## src/rtl/seg_pkg.sv

```systemverilog
// Shared types and constants for the seven-segment scanner: FSM states,
// the hex-to-segment table and the leading-zero helper.
package seg_pkg;

    typedef enum logic [1:0] {
        IDLE  = 2'd0,
        BLANK = 2'd1,
        ON    = 2'd2
    } state_e;

    localparam logic [7:0] SEG_BLANK = 8'h00;

    // Segment codes, bits a..g,dp = [7:0]; entry n is the glyph for nibble n.
    localparam logic [15:0][7:0] HEX_SEG = {
        8'h8E, 8'h9E, 8'h7A, 8'h1A, 8'h3E, 8'hEE, 8'hF6, 8'hFE,
        8'hE0, 8'hBE, 8'hB6, 8'h66, 8'hF2, 8'hDA, 8'h60, 8'hFC
    };

    localparam int LZ_MAX_D = 16;

    // nz holds one "nibble is nonzero" flag per digit of a register. Digit d
    // is a leading zero when no digit at or above it is nonzero; digit 0 is
    // never suppressed so a zero register still shows a single "0".
    function automatic logic lz_mask_bit(input logic [LZ_MAX_D-1:0] nz, input int d);
        logic higher_nz;
        higher_nz = 1'b0;
        for (int k = 0; k < LZ_MAX_D; k++) begin
            if (k >= d) begin
                higher_nz = higher_nz | nz[k];
            end else begin
                higher_nz = higher_nz;
            end
        end
        return (d != 0) && !higher_nz;
    endfunction

endpackage

```

## src/rtl/seg_hex_enc.sv

```systemverilog
// One digit: nibble plus blank request to an 8-bit segment pattern,
// inverted as a whole for boards with active-low segment drivers.
module seg_hex_enc
    import seg_pkg::*;
#(
    parameter int SEG_POL = 1
) (
    input  logic [3:0] nib_i,
    input  logic       blank_i,
    output logic [7:0] code_o
);

    logic [7:0] raw_s;

    // Table lookup, then polarity.
    always_comb begin
        raw_s = blank_i ? SEG_BLANK : HEX_SEG[nib_i];
        if (SEG_POL != 0) begin
            code_o = raw_s;
        end else begin
            code_o = ~raw_s;
        end
    end

endmodule

```

## src/rtl/seg_scan_mux.sv

```systemverilog
// Time-multiplexed seven-segment scanner: per-frame snapshot of the register
// file, slot timer with anti-ghost blanking, and registered strobe/segment outputs.
module seg_scan_mux
    import seg_pkg::*;
#(
    parameter int NUM_REGS  = 8,
    parameter int REG_W     = 16,
    parameter int NUM_SEL   = 4,
    parameter int SCAN_DIV  = 1024,
    parameter int BLANK_CYC = 16,
    parameter int SEG_POL   = 1
) (
    input  logic                                          clk,
    input  logic                                          rst,
    input  logic [NUM_REGS*REG_W-1:0]                     reg_in,
    input  logic                                          en,
    input  logic                                          lz_blank,
    output logic [NUM_SEL-1:0]                            sel_n,
    output logic [(NUM_REGS/NUM_SEL)*(REG_W/4)*8-1:0]     seg_out,
    output logic                                          frame_tick
);

    localparam int R     = NUM_REGS / NUM_SEL;
    localparam int D     = REG_W / 4;
    localparam int NDIG  = R * D;
    localparam int SEL_W = (NUM_SEL > 1) ? $clog2(NUM_SEL) : 1;
    localparam int CNT_W = (SCAN_DIV > 1) ? $clog2(SCAN_DIV) : 1;

    localparam logic [7:0]        BLANK_CODE = (SEG_POL != 0) ? SEG_BLANK : ~SEG_BLANK;
    localparam logic [NDIG*8-1:0] BLANK_FILL = {NDIG{BLANK_CODE}};

    state_e               state_q, state_d;
    logic [CNT_W-1:0]     cnt_q, cnt_d;
    logic [SEL_W-1:0]     slot_q, slot_d;
    logic [REG_W-1:0]     shadow_q [NUM_REGS];
    logic                 lz_q;
    logic                 snap_s;
    logic                 frame_tick_q, frame_tick_d;
    logic [NUM_SEL-1:0]   sel_n_q, sel_n_d;
    logic [NDIG*8-1:0]    seg_out_q, seg_out_d;
    logic [REG_W-1:0]     slot_reg_s [R];
    logic [7:0]           dec_s [NDIG];

    // Pick the R shadow registers belonging to the current slot.
    always_comb begin
        for (int r = 0; r < R; r++) begin
            slot_reg_s[r] = '0;
            for (int k = 0; k < NUM_SEL; k++) begin
                slot_reg_s[r] = (slot_q == SEL_W'(k)) ? shadow_q[k*R + r] : slot_reg_s[r];
            end
        end
    end

    for (genvar gr = 0; gr < R; gr++) begin : g_reg
        logic [LZ_MAX_D-1:0] nz_s;

        // Nonzero flag per digit; unused upper flags stay zero.
        always_comb begin
            nz_s = '0;
            for (int d = 0; d < D; d++) begin
                nz_s[d] = |slot_reg_s[gr][4*d +: 4];
            end
        end

        for (genvar gd = 0; gd < D; gd++) begin : g_dig
            logic blank_s;
            assign blank_s = lz_q && lz_mask_bit(nz_s, gd);

            seg_hex_enc #(.SEG_POL(SEG_POL)) u_enc (
                .nib_i   (slot_reg_s[gr][4*gd +: 4]),
                .blank_i (blank_s),
                .code_o  (dec_s[gr*D + gd])
            );
        end
    end

    // Next state, counters and the registered-output next values.
    always_comb begin
        state_d      = state_q;
        cnt_d        = cnt_q;
        slot_d       = slot_q;
        snap_s       = 1'b0;

        if (!en) begin
            state_d = IDLE;
            cnt_d   = '0;
            slot_d  = '0;
        end else begin
            case (state_q)
                IDLE: begin
                    state_d = BLANK;
                    cnt_d   = '0;
                    slot_d  = '0;
                    snap_s  = 1'b1;
                end
                BLANK: begin
                    cnt_d = cnt_q + CNT_W'(1);
                    if (cnt_q == CNT_W'(BLANK_CYC - 1)) begin
                        state_d = ON;
                    end else begin
                        state_d = BLANK;
                    end
                end
                ON: begin
                    if (cnt_q == CNT_W'(SCAN_DIV - 1)) begin
                        state_d = BLANK;
                        cnt_d   = '0;
                        if (slot_q == SEL_W'(NUM_SEL - 1)) begin
                            slot_d = '0;
                            snap_s = 1'b1;
                        end else begin
                            slot_d = slot_q + SEL_W'(1);
                        end
                    end else begin
                        state_d = ON;
                        cnt_d   = cnt_q + CNT_W'(1);
                    end
                end
                default: begin
                    state_d = IDLE;
                    cnt_d   = '0;
                    slot_d  = '0;
                end
            endcase
        end

        frame_tick_d = snap_s;

        for (int k = 0; k < NUM_SEL; k++) begin
            sel_n_d[k] = !((state_d == ON) && (slot_d == SEL_W'(k)));
        end

        // Segments reload one cycle after slot entry, with strobes still dark.
        if (state_d == IDLE) begin
            seg_out_d = BLANK_FILL;
        end else if ((state_q == BLANK) && (cnt_q == '0)) begin
            for (int i = 0; i < NDIG; i++) begin
                seg_out_d[8*i +: 8] = dec_s[i];
            end
        end else begin
            seg_out_d = seg_out_q;
        end
    end

    // FSM, counters and output registers.
    always_ff @(posedge clk or posedge rst) begin
        if (rst) begin
            state_q      <= IDLE;
            cnt_q        <= '0;
            slot_q       <= '0;
            frame_tick_q <= 1'b0;
            sel_n_q      <= '1;
            seg_out_q    <= BLANK_FILL;
        end else begin
            state_q      <= state_d;
            cnt_q        <= cnt_d;
            slot_q       <= slot_d;
            frame_tick_q <= frame_tick_d;
            sel_n_q      <= sel_n_d;
            seg_out_q    <= seg_out_d;
        end
    end

    // Frame snapshot of the register file and blanking mode.
    always_ff @(posedge clk or posedge rst) begin
        if (rst) begin
            lz_q <= 1'b0;
            for (int i = 0; i < NUM_REGS; i++) begin
                shadow_q[i] <= '0;
            end
        end else if (snap_s) begin
            lz_q <= lz_blank;
            for (int i = 0; i < NUM_REGS; i++) begin
                shadow_q[i] <= reg_in[REG_W*i +: REG_W];
            end
        end else begin
            lz_q <= lz_q;
            for (int i = 0; i < NUM_REGS; i++) begin
                shadow_q[i] <= shadow_q[i];
            end
        end
    end

    assign sel_n      = sel_n_q;
    assign seg_out    = seg_out_q;
    assign frame_tick = frame_tick_q;

endmodule
```

## config.mk

```make
export PLATFORM = sky130hd
export DESIGN_NAME = seg_scan_mux
export DESIGN_NICKNAME = d
export VERILOG_FILES = /design/src/rtl/seg_pkg.sv /design/src/rtl/seg_hex_enc.sv /design/src/rtl/seg_scan_mux.sv
export SDC_FILE = /design/constraint.sdc
export NUM_CORES = 1
export LEC_CHECK = 0
export CAP_MARGIN = 20
export CORE_MARGIN = 2
export CORE_UTILIZATION = 48
export DETAILED_ROUTE_END_ITERATION = 8
export PLACE_DENSITY = 0.75
export REMOVE_ABC_BUFFERS = 1
export SETUP_SLACK_MARGIN = 0.1
export SLEW_MARGIN = 0
export SYNTH_ARGS = -nofsm -noshare
export SYNTH_HDL_FRONTEND = slang
export SYNTH_SLANG_ARGS = --single-unit
```

## constraint.sdc

```tcl
create_clock -name clk -period 5.7 [get_ports clk]
set_input_delay 0.57 -clock clk [delete_from_list [all_inputs] [get_ports clk]]
set_output_delay 0.57 -clock clk [all_outputs]
set_load 0.05 [all_outputs]
```

Yosys cells after proc, flatten, opt, wreduce, memory -nomap -nowiden --
Memory sizes are Yosys's and may differ from the RTL's. Index checks and enable logic that the tools add are counted.
Storage, ports and cells: bits of input ports 132, bits in read-only memories 1024, register bits 212, logic and storage cells 122, RAM bits 0, latch bits 0, memories 8, output and inout bits 69
Memories:
- (no name shown) | words 16, bits a word 8, rd ports 1, clocked after Yosys merged registers in 0, wr ports 0, RTL line seg_hex_enc.sv:17 | raw_s = blank_i ? SEG_BLANK : HEX_SEG[nib_i];
- (no name shown) | words 16, bits a word 8, rd ports 1, clocked after Yosys merged registers in 0, wr ports 0, RTL line seg_hex_enc.sv:17
- (no name shown) | words 16, bits a word 8, rd ports 1, clocked after Yosys merged registers in 0, wr ports 0, RTL line seg_hex_enc.sv:17
- (no name shown) | words 16, bits a word 8, rd ports 1, clocked after Yosys merged registers in 0, wr ports 0, RTL line seg_hex_enc.sv:17
- (no name shown) | words 16, bits a word 8, rd ports 1, clocked after Yosys merged registers in 0, wr ports 0, RTL line seg_hex_enc.sv:17
- (no name shown) | words 16, bits a word 8, rd ports 1, clocked after Yosys merged registers in 0, wr ports 0, RTL line seg_hex_enc.sv:17
- 2 more memories
Operators by class: shift operators 0, bitwise operators 6, magnitude comparators 8, reductions and logical operators 33, div/mod/pow operators 0, multiplexer cells 39, $add $sub $neg 2, multipliers 0, equal/unequal tests 11
Operators with widths (number):
- two-way mux 16 bit | 8
- two-way mux 64 bit | 2
- two-way mux 8 bit | 14
- < comparator 4 x 5 -> 1 bit (second input constant) | 8
- OR reduction 4 bit | 6
- two-way mux 10 bit | 2
- case mux 10 bit (2 select lines) | 1
- equality test 2 bit (second input constant) | 6
- two-way mux 2 bit | 6
- logical AND 1 bit | 11
- adder 10 x 1 -> 10 bit (second input constant) | 1
- equality test 10 bit (second input constant) | 1
- equality test 10 x 4 -> 1 bit (second input constant) | 1
- zero test 1 bit | 10
- zero test 10 bit | 1
- zero test 2 bit | 4
- equality test 2 x 1 -> 1 bit (second input constant) | 3
- bitwise OR 1 bit | 6
- case mux 2 bit (3 select lines) | 1
- case mux 2 bit (2 select lines) | 1
- two-way mux 1 bit | 3
- adder 2 x 1 -> 2 bit (second input constant) | 1
- case mux 1 bit (2 select lines) | 1
- nonzero test 2 bit | 1

Depth between registers and ports, before layout --
word-level depth 13, gate-level depth with buffers 15, gate-level depth less buffers 12

Cells and area by module --
Synthesis repeated with hierarchy kept, for this count alone.
Unflattened totals: cell total of the unflattened synthesis 1152, area, all modules 12145.4 um2
By module, submodules not included:
- seg_scan_mux | cells each 831, area an instance 9793.1 um2, instances 1, seq. area each 5310.1 um2
- seg_hex_enc at g_reg[0].g_dig[0].u_enc ... | cells each 40, area an instance 292.8 um2, instances 7, seq. area each 0.0 um2
- seg_hex_enc at g_reg[0].g_dig[2].u_enc | cells each 41, area an instance 302.8 um2, instances 1, seq. area each 0.0 um2

Worst setup path after synthesis --
Ideal clock, no wire load.
kind register to register, start register slot_q[0], end register seg_out_q[10] (netlist: seg_out[10]), slack 2647 ps, arrival 2984 ps, required time 5632 ps, setup time 68 ps, stages on the path, launching flop included 14, period minus slack after synthesis 3053 ps, buffers on the path 3, cell sequence dfrtp_1 -> ha_1 -> buf_4 -> nor2b_1 -> buf_2 -> buf_2 -> a221oi_1 -> a211oi_1 -> inv_1 -> ha_1 -> o2111a_1 -> and4_1 -> a31oi_2 -> a32o_1
On the way: word-level cells in the longest chain between the ends 13, elaborated cells on any way between the ends 20, those cells by class eq/ne (3); mux (8); bitwise (2); reduce/logical (6); memory (1)
RTL lines:
- start, declared | RTL line seg_scan_mux.sv:34 | logic [SEL_W-1:0] slot_q, slot_d;
- start signal, assigned | RTL line seg_scan_mux.sv:157 | slot_q <= slot_d;
- zero test 2 bit | RTL line seg_scan_mux.sv:49 | slot_reg_s[r] = (slot_q == SEL_W'(k)) ? shadow_q[k*R + r] : slot_reg_s[r];
- two-way mux 16 bit (3 in series) | RTL line seg_scan_mux.sv:49
- two-way mux 16 bit * | RTL line seg_scan_mux.sv:49
- branches (longest 5 deep; another with memory read (16 x 8 bit))
- two-way mux 8 bit * | RTL line seg_hex_enc.sv:17
- two-way mux 64 bit * | RTL line seg_scan_mux.sv:136 | end else if ((state_q == BLANK) && (cnt_q == '0)) begin
- two-way mux 64 bit * | RTL line seg_scan_mux.sv:134 | if (state_d == IDLE) begin
- end signal, assigned | RTL line seg_scan_mux.sv:160 | seg_out_q <= seg_out_d;
- end, declared | RTL line seg_scan_mux.sv:40 | logic [NDIG*8-1:0] seg_out_q, seg_out_d;
Every way passes the cells marked *. The select of a mux whose other input is x is not followed. A chain may end at the register's enable or synchronous reset.

Final worst setup path --
start register slot_q[0], end register seg_out_q[51] (netlist: seg_out[51])
On the way: word-level cells in the longest chain between the ends 12, elaborated cells on any way between the ends 18, those cells by class eq/ne (3); mux (8); bitwise (1); reduce/logical (5); memory (1)
RTL lines (RTL line):
- zero test 2 bit | seg_scan_mux.sv:49
- two-way mux 16 bit (3 in series) | seg_scan_mux.sv:49
- two-way mux 16 bit * | seg_scan_mux.sv:49
- branches (longest 4 deep; another with memory read (16 x 8 bit))
- two-way mux 8 bit * | seg_hex_enc.sv:17
- two-way mux 64 bit * | seg_scan_mux.sv:136
- two-way mux 64 bit * | seg_scan_mux.sv:134
Marked as above.

==> results_dict.tcl <==
set metrics [dict create \
    synth_cells 970 \
    cts_made_buffers 23 \
    synth_cell_types 70 \
    grt_max_degree 138 \
    holdCritStartpoint "seg_out[34]$_DFFE_PP0P_" \
    cp-end-kind "flip-flop" \
    grt_overflow 0 \
    dr.pass1.iters 6 \
    start_util 0.492 \
    clk_path_buf_depth 3 \
    mostFrequentLayoutCell "dfrtp_1" \
    reg2reg_slack_ns 1.55 \
    worst_pin_slew_ns 1.05 \
    fin_worst_skew_ns 0.0171 \
    rsz0062_at_grt "no" \
    vdd_drop_max_uv 168 \
    maxSlewViolCount 0 \
    post-cts-setup-buffers 0 \
    rr_startpoint "slot_q[0]$_DFF_PP0_" \
    synth.top_cell.area_share 0.463 \
    path_class "reg2reg" \
    drc 0 \
    track_usage 0.229 \
    r2r_end "seg_out[51]$_DFFE_PP0P_" \
    cap_viol_max_count 0 \
    period_needed_ns 4.15 \
    cts_resized 0 \
    path_cells "ha_2, clkinv_1, o211ai_1, ha_1, nand3_1, a211oi_1, a31o_2, a311oi_1, a21o_1" \
    crit_buf_inv 1 \
    crit_path_start_kind "flip-flop" \
    ant_nets 0 \
    layout_common_cells "dfrtp_1 (200), clkdlybuf4s50_1 (192), mux2_2 (133), nor2_1 (69), nand2_1 (64)" \
    synthTopCellsByArea "dfrtp_1 (46%), mux2_2 (14%), ha_1 (6.7%)" \
    synth.avg_cell_area_um2 11.1 \
    hold_path_class "reg2reg" \
    n_antenna_cell 0 \
    die_x_um 154 \
    rows 54 \
    grt_pass1_vias 8188 \
    drive_gt1_frac 0.180 \
    avgViaCountPerCell 5.72 \
    slowest_delay_ns 0.82 \
    pin_count 201 \
    antenna_found_initial 0 \
    synth-edff-count 0 \
    crit_end "seg_out[51]$_DFFE_PP0P_" \
    path_depth 9 \
    grt_first_pass_wirelength_um 43800 \
    fmax_ghz 0.241 \
    dieArea_um2 23700 \
    synthArstFlopShare 1.00 \
    coreArea_um2 22000 \
    slowest_stage "o211ai_1" \
    layout.cells.non_filler 1443 \
    die_h_um 154 \
    arrival_ns 4.55 \
    clk_latency_ns 0.51 \
    routedWlPerCell_um 19.0 \
    ys_seq_area_frac 0.473 \
    worstSetupStartpoint "slot_q[0]$_DFF_PP0_" \
    cts_tree "done" \
    power_density_nw_per_um2 319 \
    dp_hpwl_um 18600 \
    placedCellCount 1402 \
    crit_family "compound AO/OA/AOI/OAI gates" \
    ctsHoldBuffers 0 \
    syn_to_final_growth_pct 26.7 \
    numPortBuffers 192 \
    routed_wl_um 27400 \
    cts.sinks 204 \
    maxSlewHeadroom 0.299 \
    cts-htree-levels 1 \
    yosysWarningCount 0 \
    status "finished, final reports clean" \
    dp_slack_ns 1.62 \
    crit_fanout 26 \
    final_nets 1337 \
    synth_area_leader_cell "dfrtp_1" \
    crit_required_ns 6.10 \
    gp_congestion 0.934 \
    post-route-period-util 0.729 \
    fillers 1741 \
    hold_depth 2 \
    power_leakage_uw 0.00589 \
    root_buffer "clkbuf_16" \
    setup_viol_count_final 0 \
    synth_top_flop_cell "dfrtp_1" \
    ys_seq_elements 204 \
    clk_pin_slew_ns 0.06 \
    finalHoldViolCount 0 \
    syn_area_um2 10800 \
    rr_worst_depth 9 \
    vias 8253 \
    postLayoutSetupSlackWorst_ns 1.55 \
    drt_iter0_markers 734 \
]
==> flip-flops by register name, indices dropped and copies added, names as in the netlist <==
| register | cells |
|---|---|
| shadow_q | 128 |
| seg_out | 56 |
| cnt_q | 10 |
| sel_n | 4 |
| slot_q | 2 |
| state_q | 2 |
| frame_tick | 1 |
| lz_q | 1 |
==> routing by layer <==
layer	track usage	part of all wire	routed length (um)	vias up
li1	-	-	-	3870
met1	0.317	0.45	12300	4057
met2	0.373	0.46	12700	273
met3	0.0361	0.059	1600	53
met4	0.0681	0.028	769	0
met5	0	0	0	-
==> kinds of logic (layout without fill, tap and decap cells) <==
logic type / after synthesis / count (layout) / share of synthesized area
XOR/XNOR: 8 / 8 / 0.00649
other: 1 / 8 / 0.000347
buffers and inverters: 100 / 286 / 0.0431
AND/OR/NAND/NOR: 219 / 219 / 0.0972
flip-flops: 204 / 204 / 0.473
multiplexers: 153 / 153 / 0.157
adder cells (fa/ha/maj): 58 / 58 / 0.0672
AO/OA/AOI/OAI: 227 / 227 / 0.156
==> where the power goes <==
part	internal, uW	total, uW	switching, uW
registers	1640	1770	126
clock network	899	1470	573
logic	501	1130	630
==> how the worst min path moves through the flow <==
| stage | endpoint | slack [ns] |
|---|---|---|
| 6_report | seg_out[34]$_DFFE_PP0P_ | 0.48 |
| 5_1_grt | seg_out[27]$_DFFE_PP0P_ | 0.51 |
| 4_1_cts | seg_out[27]$_DFFE_PP0P_ | 0.50 |
| 3_5_place_dp | seg_out[27]$_DFFE_PP0P_ | 0.48 |
| 3_3_place_gp | seg_out[45]$_DFFE_PP0P_ | 0.46 |
| 2_1_floorplan | shadow_q[24]$_DFFE_PP0P_ | 0.47 |
==> cell usage after synthesis (all sizes together), types with 13 or more instances <==
cell type and instances:
nor3 13, buf 44, mux2i 20, ha 58, mux2 133, nand3 15, a211oi 22, a221oi 26
nor2 70, inv 38, o21ai 50, a21oi 33, dfrtp 200, nand2 65, clkbuf 17
==> worst min-delay path, delay by kind of cell, from the launching register on <==
kind,cells,cell delay (ns)
AND/OR/NAND/NOR,1,0.04
AO/OA/AOI/OAI,1,0.06
flip-flops,1,0.34
==> final cells by class <==
class,count,area (um^2),area share
multi-input cells,673,5290,0.386
flip-flops and latches,204,5110,0.373
repair buffers,206,2020,0.148
clock buffers,34,667,0.0487
well taps,280,350,0.0256
inverters,39,154,0.0112
clock inverters,7,93.8,0.00686
==> stage by stage <==
step                 util  power [uW]  setup TNS [ns]  cell area [um^2]  hold WS, ns
finish              0.623        4370               0             13700        0.485
global route        0.623        4580               0             13700        0.507
CTS                 0.623        4400               0             13700        0.496
detailed placement  0.589        2910               0             12900        0.482
global placement    0.588        2880               0             12900        0.464
floorplan               -        2550         -377.20             10500        0.471
No activity file was read; power rests on OpenSTA's default activity.
